===== config.mk =====
export PLATFORM = sky130hd
export DESIGN_NAME = compound_out_arbiter_flat
export DESIGN_NICKNAME = d
export VERILOG_FILES = /design/src/rtl/compound_out_arbiter_if.sv /design/src/rtl/compound_out_arbiter.sv /design/src/flat_wrapper.sv
export SDC_FILE = /design/constraint.sdc
export NUM_CORES = 1
export LEC_CHECK = 0
export CORE_MARGIN = 2
export CORE_UTILIZATION = 44
export CTS_CLUSTER_SIZE = 14
export DETAILED_ROUTE_END_ITERATION = 12
export PLACE_DENSITY = 0.95
export SETUP_SLACK_MARGIN = 0.1
export SLEW_MARGIN = 20
export SYNTH_ARGS = -nofsm -noshare
export SYNTH_HDL_FRONTEND = slang
export SYNTH_SLANG_ARGS = --single-unit

===== constraint.sdc =====
create_clock -name clk -period 4.9 [get_ports clk]
set_clock_uncertainty 0.2 [all_clocks]
set_input_delay 1.225 -clock clk [delete_from_list [all_inputs] [get_ports clk]]
set_output_delay 1.225 -clock clk [all_outputs]
set_load 0.005 [all_outputs]

===== src/rtl/compound_out_arbiter_if.sv =====
// CompoundType payload definition and the shared producer/consumer bus.

package testbasic11_types;

    typedef enum logic {
        MODE_READ  = 1'b0,
        MODE_WRITE = 1'b1
    } mode_e;

    typedef struct packed {
        mode_e              mode;
        logic signed [31:0] x;
        logic               y;
    } compound_t;

endpackage

// Producer request lines plus the blocking CompoundType output port.
interface compound_out_if #(
    parameter int unsigned NUM_REQ = 4
);
    import testbasic11_types::*;

    logic      [NUM_REQ-1:0] req_valid;
    compound_t [NUM_REQ-1:0] req_data;
    logic      [NUM_REQ-1:0] req_ack;
    compound_t               b_out;
    logic                    b_out_notify;
    logic                    b_out_sync;

    // Arbiter side: consumes requests, drives the offer and acks.
    modport master (
        input  req_valid,
        input  req_data,
        input  b_out_sync,
        output req_ack,
        output b_out,
        output b_out_notify
    );

    // Environment side: producers and the downstream consumer.
    modport slave (
        output req_valid,
        output req_data,
        output b_out_sync,
        input  req_ack,
        input  b_out,
        input  b_out_notify
    );

endinterface


===== src/rtl/compound_out_arbiter.sv =====
// Round-robin arbiter sharing one blocking CompoundType output among NUM_REQ
// producers, with optional precedence for write-mode requests.

module compound_out_arbiter
    import testbasic11_types::*;
#(
    parameter  int unsigned NUM_REQ    = 4,
    parameter  int unsigned WRITE_PRIO = 0,
    parameter  int unsigned STALL_W    = 16,
    localparam int unsigned IDX_W      = (NUM_REQ > 1) ? $clog2(NUM_REQ) : 1
) (
    input  logic                  clk,
    input  logic                  rst,
    compound_out_if.master        bus,
    output logic [IDX_W-1:0]      grant_idx,
    output logic [STALL_W-1:0]    stall_cnt
);

    typedef enum logic {
        IDLE  = 1'b0,
        OFFER = 1'b1
    } state_e;

    state_e               state_q;
    state_e               state_d;
    compound_t            b_out_d;
    logic                 notify_d;
    logic [IDX_W-1:0]     grant_d;
    logic [IDX_W-1:0]     rr_ptr_q;
    logic [IDX_W-1:0]     rr_ptr_d;
    logic [STALL_W-1:0]   stall_d;

    logic [NUM_REQ-1:0]   scan_mask;
    logic [NUM_REQ-1:0]   wr_mask;
    logic [NUM_REQ-1:0]   pick_mask;
    logic [IDX_W-1:0]     scan_ptr;
    logic [IDX_W-1:0]     next_ptr;
    logic [IDX_W-1:0]     cand;
    logic [IDX_W-1:0]     win_idx;
    logic                 win_found;

    // Index base+off modulo NUM_REQ; both operands are below NUM_REQ.
    function automatic logic [IDX_W-1:0] wrap_idx(input logic [IDX_W-1:0] base,
                                                   input int unsigned     off);
        int unsigned s;
        s = 32'(base) + off;
        if (s >= NUM_REQ) begin
            s = s - NUM_REQ;
        end
        return IDX_W'(s);
    endfunction

    // Round-robin successor of the current owner.
    always_comb begin
        next_ptr = grant_idx + IDX_W'(1);
        if (grant_idx == IDX_W'(NUM_REQ - 1)) begin
            next_ptr = '0;
        end
    end

    // Candidate set: in OFFER the current owner is excluded and the scan
    // starts just after it, so a transfer edge can hand over back-to-back.
    always_comb begin
        scan_mask = bus.req_valid;
        scan_ptr  = rr_ptr_q;
        if (state_q == OFFER) begin
            scan_mask[grant_idx] = 1'b0;
            scan_ptr             = next_ptr;
        end
    end

    // Write-class filter; read requests compete only when no write is valid.
    always_comb begin
        wr_mask = '0;
        for (int unsigned i = 0; i < NUM_REQ; i++) begin
            wr_mask[i] = scan_mask[i] && (bus.req_data[i].mode == MODE_WRITE);
        end
        pick_mask = scan_mask;
        if ((WRITE_PRIO != 0) && (|wr_mask)) begin
            pick_mask = wr_mask;
        end
    end

    // First set bit of pick_mask at or after scan_ptr, wrapping.
    always_comb begin
        win_found = 1'b0;
        win_idx   = '0;
        cand      = '0;
        for (int unsigned k = 0; k < NUM_REQ; k++) begin
            cand = wrap_idx(scan_ptr, k);
            if (!win_found && pick_mask[cand]) begin
                win_found = 1'b1;
                win_idx   = cand;
            end
        end
    end

    // Next-state and next-output logic for the offer FSM.
    always_comb begin
        state_d  = state_q;
        b_out_d  = bus.b_out;
        notify_d = bus.b_out_notify;
        grant_d  = grant_idx;
        rr_ptr_d = rr_ptr_q;
        stall_d  = stall_cnt;
        case (state_q)
            IDLE: begin
                notify_d = 1'b0;
                if (win_found) begin
                    state_d  = OFFER;
                    b_out_d  = bus.req_data[win_idx];
                    grant_d  = win_idx;
                    notify_d = 1'b1;
                end
            end
            OFFER: begin
                if (bus.b_out_sync) begin
                    rr_ptr_d = next_ptr;
                    if (win_found) begin
                        b_out_d  = bus.req_data[win_idx];
                        grant_d  = win_idx;
                        notify_d = 1'b1;
                    end else begin
                        state_d  = IDLE;
                        notify_d = 1'b0;
                    end
                end else if (stall_cnt != '1) begin
                    stall_d = stall_cnt + STALL_W'(1);
                end
            end
            default: begin
                state_d  = IDLE;
                notify_d = 1'b0;
            end
        endcase
    end

    // State and registered outputs; reset aborts any pending offer.
    always_ff @(posedge clk or posedge rst) begin
        if (rst) begin
            state_q          <= IDLE;
            bus.b_out        <= '0;
            bus.b_out_notify <= 1'b0;
            grant_idx        <= '0;
            rr_ptr_q         <= '0;
            stall_cnt        <= '0;
        end else begin
            state_q          <= state_d;
            bus.b_out        <= b_out_d;
            bus.b_out_notify <= notify_d;
            grant_idx        <= grant_d;
            rr_ptr_q         <= rr_ptr_d;
            stall_cnt        <= stall_d;
        end
    end

    // Ack the owner in the cycle the consumer takes the offer.
    always_comb begin
        bus.req_ack = '0;
        if (bus.b_out_notify && bus.b_out_sync) begin
            bus.req_ack[grant_idx] = 1'b1;
        end
    end

endmodule

===== src/flat_wrapper.sv =====
// flat-port wrapper written by rule: the top's interface ports become plain ports
module compound_out_arbiter_flat import testbasic11_types::*;
#(
    parameter  int unsigned NUM_REQ    = 4,
    parameter  int unsigned WRITE_PRIO = 0,
    parameter  int unsigned STALL_W    = 16,
    localparam int unsigned IDX_W      = (NUM_REQ > 1) ? $clog2(NUM_REQ) : 1
)
  (clk, rst, grant_idx, stall_cnt, bus_req_valid, bus_req_data, bus_b_out_sync, bus_req_ack, bus_b_out, bus_b_out_notify);
  compound_out_if #(.NUM_REQ(NUM_REQ)) bus_i ();
  input  logic clk;
  input  logic rst;
  output logic [IDX_W-1:0] grant_idx;
  output logic [STALL_W-1:0] stall_cnt;
  input wire logic [$bits(bus_i.req_valid)-1:0] bus_req_valid;
  input wire logic [$bits(bus_i.req_data)-1:0] bus_req_data;
  input wire logic [$bits(bus_i.b_out_sync)-1:0] bus_b_out_sync;
  output wire logic [$bits(bus_i.req_ack)-1:0] bus_req_ack;
  output wire logic [$bits(bus_i.b_out)-1:0] bus_b_out;
  output wire logic [$bits(bus_i.b_out_notify)-1:0] bus_b_out_notify;
  assign bus_i.req_valid = bus_req_valid;
  assign bus_i.req_data = bus_req_data;
  assign bus_i.b_out_sync = bus_b_out_sync;
  assign bus_req_ack = bus_i.req_ack;
  assign bus_b_out = bus_i.b_out;
  assign bus_b_out_notify = bus_i.b_out_notify;
  compound_out_arbiter #(.NUM_REQ(NUM_REQ), .WRITE_PRIO(WRITE_PRIO), .STALL_W(STALL_W)) u_core (.clk(clk), .rst(rst), .bus(bus_i), .grant_idx(grant_idx), .stall_cnt(stall_cnt));
endmodule

==> metrics <==
Core ar.=8640 sq um; Yosys reg bits=56; NetSw=1.42 mW; slowest cell delay on critical path=520 ps; average cell area after synthesis=9.71 sq um; pin count of the biggest net entering global routing=35; CTS tree=built; ratio of cells with drive above 1 in the final layout=11.2%; Post-Syn Instances=399; Cell Rows=34; final hold vios=0; area delta synth->final=53.6%; Seq/Total Area, Yosys=36.2%; initial antenna violation count=0; Synth Area in Compound Gates=27.4%; RSZ-0062 raised after global routing=false; clk sinks=56; Routed WL per cell=18.3 um; IO buf count=199; number of global-route vias before repair=3,972; Cell Pwr Density=544 nW/um^2; synth top area cells=dfrtp_1 (36%), a211oi_2 (11%), mux2i_1 (8.5%), a211oi_1 (6.8%), nand2_1 (4.9%); count of cell types in the netlist=47; Critical Path Fanout Max=34; Syn Std Cell Area=3870 sq um; I/O pins=200; fmax=251 MHz; routed wl met3=1060 um; P_leak=2.36 nW; syn nets=547; highest metal used=met4; Slew HR=49.8%; CP Class=in2reg; Max IR drop VDD=0.348 mV; Max Root-Sink Buffers=2; post-synthesis adder-cell area fraction=1.61%; max-slew violations=0; Vias/cell=5.61; drt pass-1 iters=4; post-synth top area share=36.2%; Initial Util=44.9%; simple-gate share of the synthesized area=15.6%; # hold bufs at CTS=0; fin crit share=81.4%; antenna-violating nets left=0; Worst Path Required=4860 ps; Num CTS Buffers=5; chip height=97.8 um; largest family of logic cells by synthesized area=compound AO/OA/AOI/OAI gates; Final nets=730; setup bufs post-CTS=0; clk_lat worst skew=310 ps; global-route wire length before repair=20,600 um; Final Total Pwr=3.24 mW; H-tree Lvls=2; status=complete, no violations; Net Sw Frac=44.0%; CP arrival=3950 ps; layout filler cell count=671; clock power share=7.8%; post-synthesis mux area share=9.11%; Hold Path Class=reg2reg; CP endpoint kind=flop; WL met1=5090 um; Detail Placement HPWL=9470 um; Int Pwr=1.81 mW; die width=97.8 um; drc violations=0; maxcap violations=0; Placer Congestion=0.859; first-iteration detailed-routing DRC count=171; xor/xnor cell area share of the yosys netlist=3.16%; fin crit period=3990 ps; DIE AREA=9570 sq um; Startpoint Class=input pin; CTS resizes=0; most frequent cells in the layout=clkdlybuf4s50_1 (199), dfrtp_1 (56), nand2_1 (51); total wire length=12,600 um; Root Driver=clkbuf_8; slowest CP cell=clkdlybuf4s50_1; WL met2=6270 um; Total GRT Usage=26.4%; CTS clk-pin slew, worst paths=100 ps; setup TNS=0 ps; Flop pwr share=24.9%; Yosys top cell by area=dfrtp_1; Combinational Power Share=67.3%; cells along the critical path=clkdlybuf4s50_1, nor2_1, o221ai_4, buf_4, o21a_1, nand4_4, a211oi_1, a211oi_2; worst slew pin tran=753 ps; routed vias=3,870; final setup fails=0; grt total ovfl=0; warnings from Yosys=0; ANT cells=0; commonest non-fill, non-tap cell in the layout=clkdlybuf4s50_1
-- logic make-up (layout without fill, tap and decap cells) --
| kind of cell | after synthesis | after routing |
|---|---|---|
| AO/OA/AOI/OAI | 124 | 124 |
| XOR/XNOR | 14 | 14 |
| adder cells (fa/ha/maj) | 5 | 5 |
| buffers and inverters | 38 | 221 |
| flip-flops | 56 | 56 |
| multiplexers | 35 | 35 |
| AND/OR/NAND/NOR | 127 | 127 |
-- through the flow --
step                      worst slack (ps)  utilization, %  cells  hold slack, ps  cell area (sq um)
after floorplan                       2080               -    399             273               3870
after global placement                 730            68.0    683             284               5870
after detailed placement               574            68.0    683             293               5870
after CTS                              900            68.9    690             316               5950
after global routing                   680            68.9    690             338               5950
final                                  914            68.9    690             307               5950
-- cells in the mapped netlist (all sizes together) --
library cell  instances
a211oi               68
dfrtp                56
nand2                51
nor2                 41
a21oi                36
mux2i                33
buf                  21
xnor2                11
clkbuf                9
inv                   8
and3                  7
nand4                 6
ha                    5
nand3                 5
o21ai                 5
a21boi                3
nand2b                3
nor3                  3
o21a                  3
or2                   3
xor2                  3
and4                  2
mux2                  2
nand3b                2
nor2b                 2
o221ai                2
a21bo                 1
a221oi                1
a22oi                 1
a2bb2oi               1
and2                  1
o22ai                 1
o311ai                1
o31ai                 1
or3b                  1
-- power groups by stage --
stage | sequential (mW) | combinational [mW] | clock [mW]
detailed placement | 0.809 | 2.20 | 0
global placement | 0.806 | 2.12 | 0
finish | 0.808 | 2.18 | 0.251
CTS | 0.806 | 2.20 | 0.259
floorplan | 0.797 | 1.50 | 0
global route | 0.834 | 2.36 | 0.279
-- flip-flops by register name (all words and copies together), names as in the netlist --
signal                   cells
u_core.bus.b_out            34
u_core.bus.b_out_notify      1
u_core.grant_idx             2
u_core.rr_ptr_q              2
u_core.stall_cnt            16
u_core.state_q               1
-- final timing paths --
path | start | to | slack (ps) | cells past startpoint
min in group asynchronous | rst | u_core.bus.b_out[7] | 1180 | 2
max reg2reg | u_core.grant_idx[0] | u_core.bus.b_out[31] | 1650 | 7
min reg2reg | u_core.stall_cnt[15] | u_core.stall_cnt[15] | 310 | 1
max | bus_req_valid[2] | u_core.bus.b_out[31] | 910 | 8
max in group asynchronous | rst | u_core.stall_cnt[3] | 2500 | 3
min | u_core.stall_cnt[15] | u_core.stall_cnt[15] | 310 | 1
-- worst max-delay path, delay by kind of cell --
family,cells,cell delay (ps)
AOI/OAI and AO/OA,4,1250
and+or+nand+nor,2,560
buffers and inverters,2,890
-- routing by layer --
layer | up-vias | global-route usage [%]
li1 | 1810 | -
met1 | 1861 | 32.1
met2 | 177 | 46.9
met3 | 22 | 7.23
met4 | 0 | 5.34
met5 | - | 0
-- area by class of cell --
| type | count | area [sq um] | share of cell area (%) |
|---|---|---|---|
| multi-input cells | 305 | 2240 | 37.6 |
| repair buffers | 206 | 2070 | 34.8 |
| flip-flops and latches | 56 | 1400 | 23.5 |
| well taps | 108 | 135 | 2.27 |
| clock buffers | 6 | 72.6 | 1.22 |
| inverters | 8 | 30.0 | 0.505 |
| clock inverters | 1 | 5.00 | 0.0841 |
(Power assumes the default switching activity.)
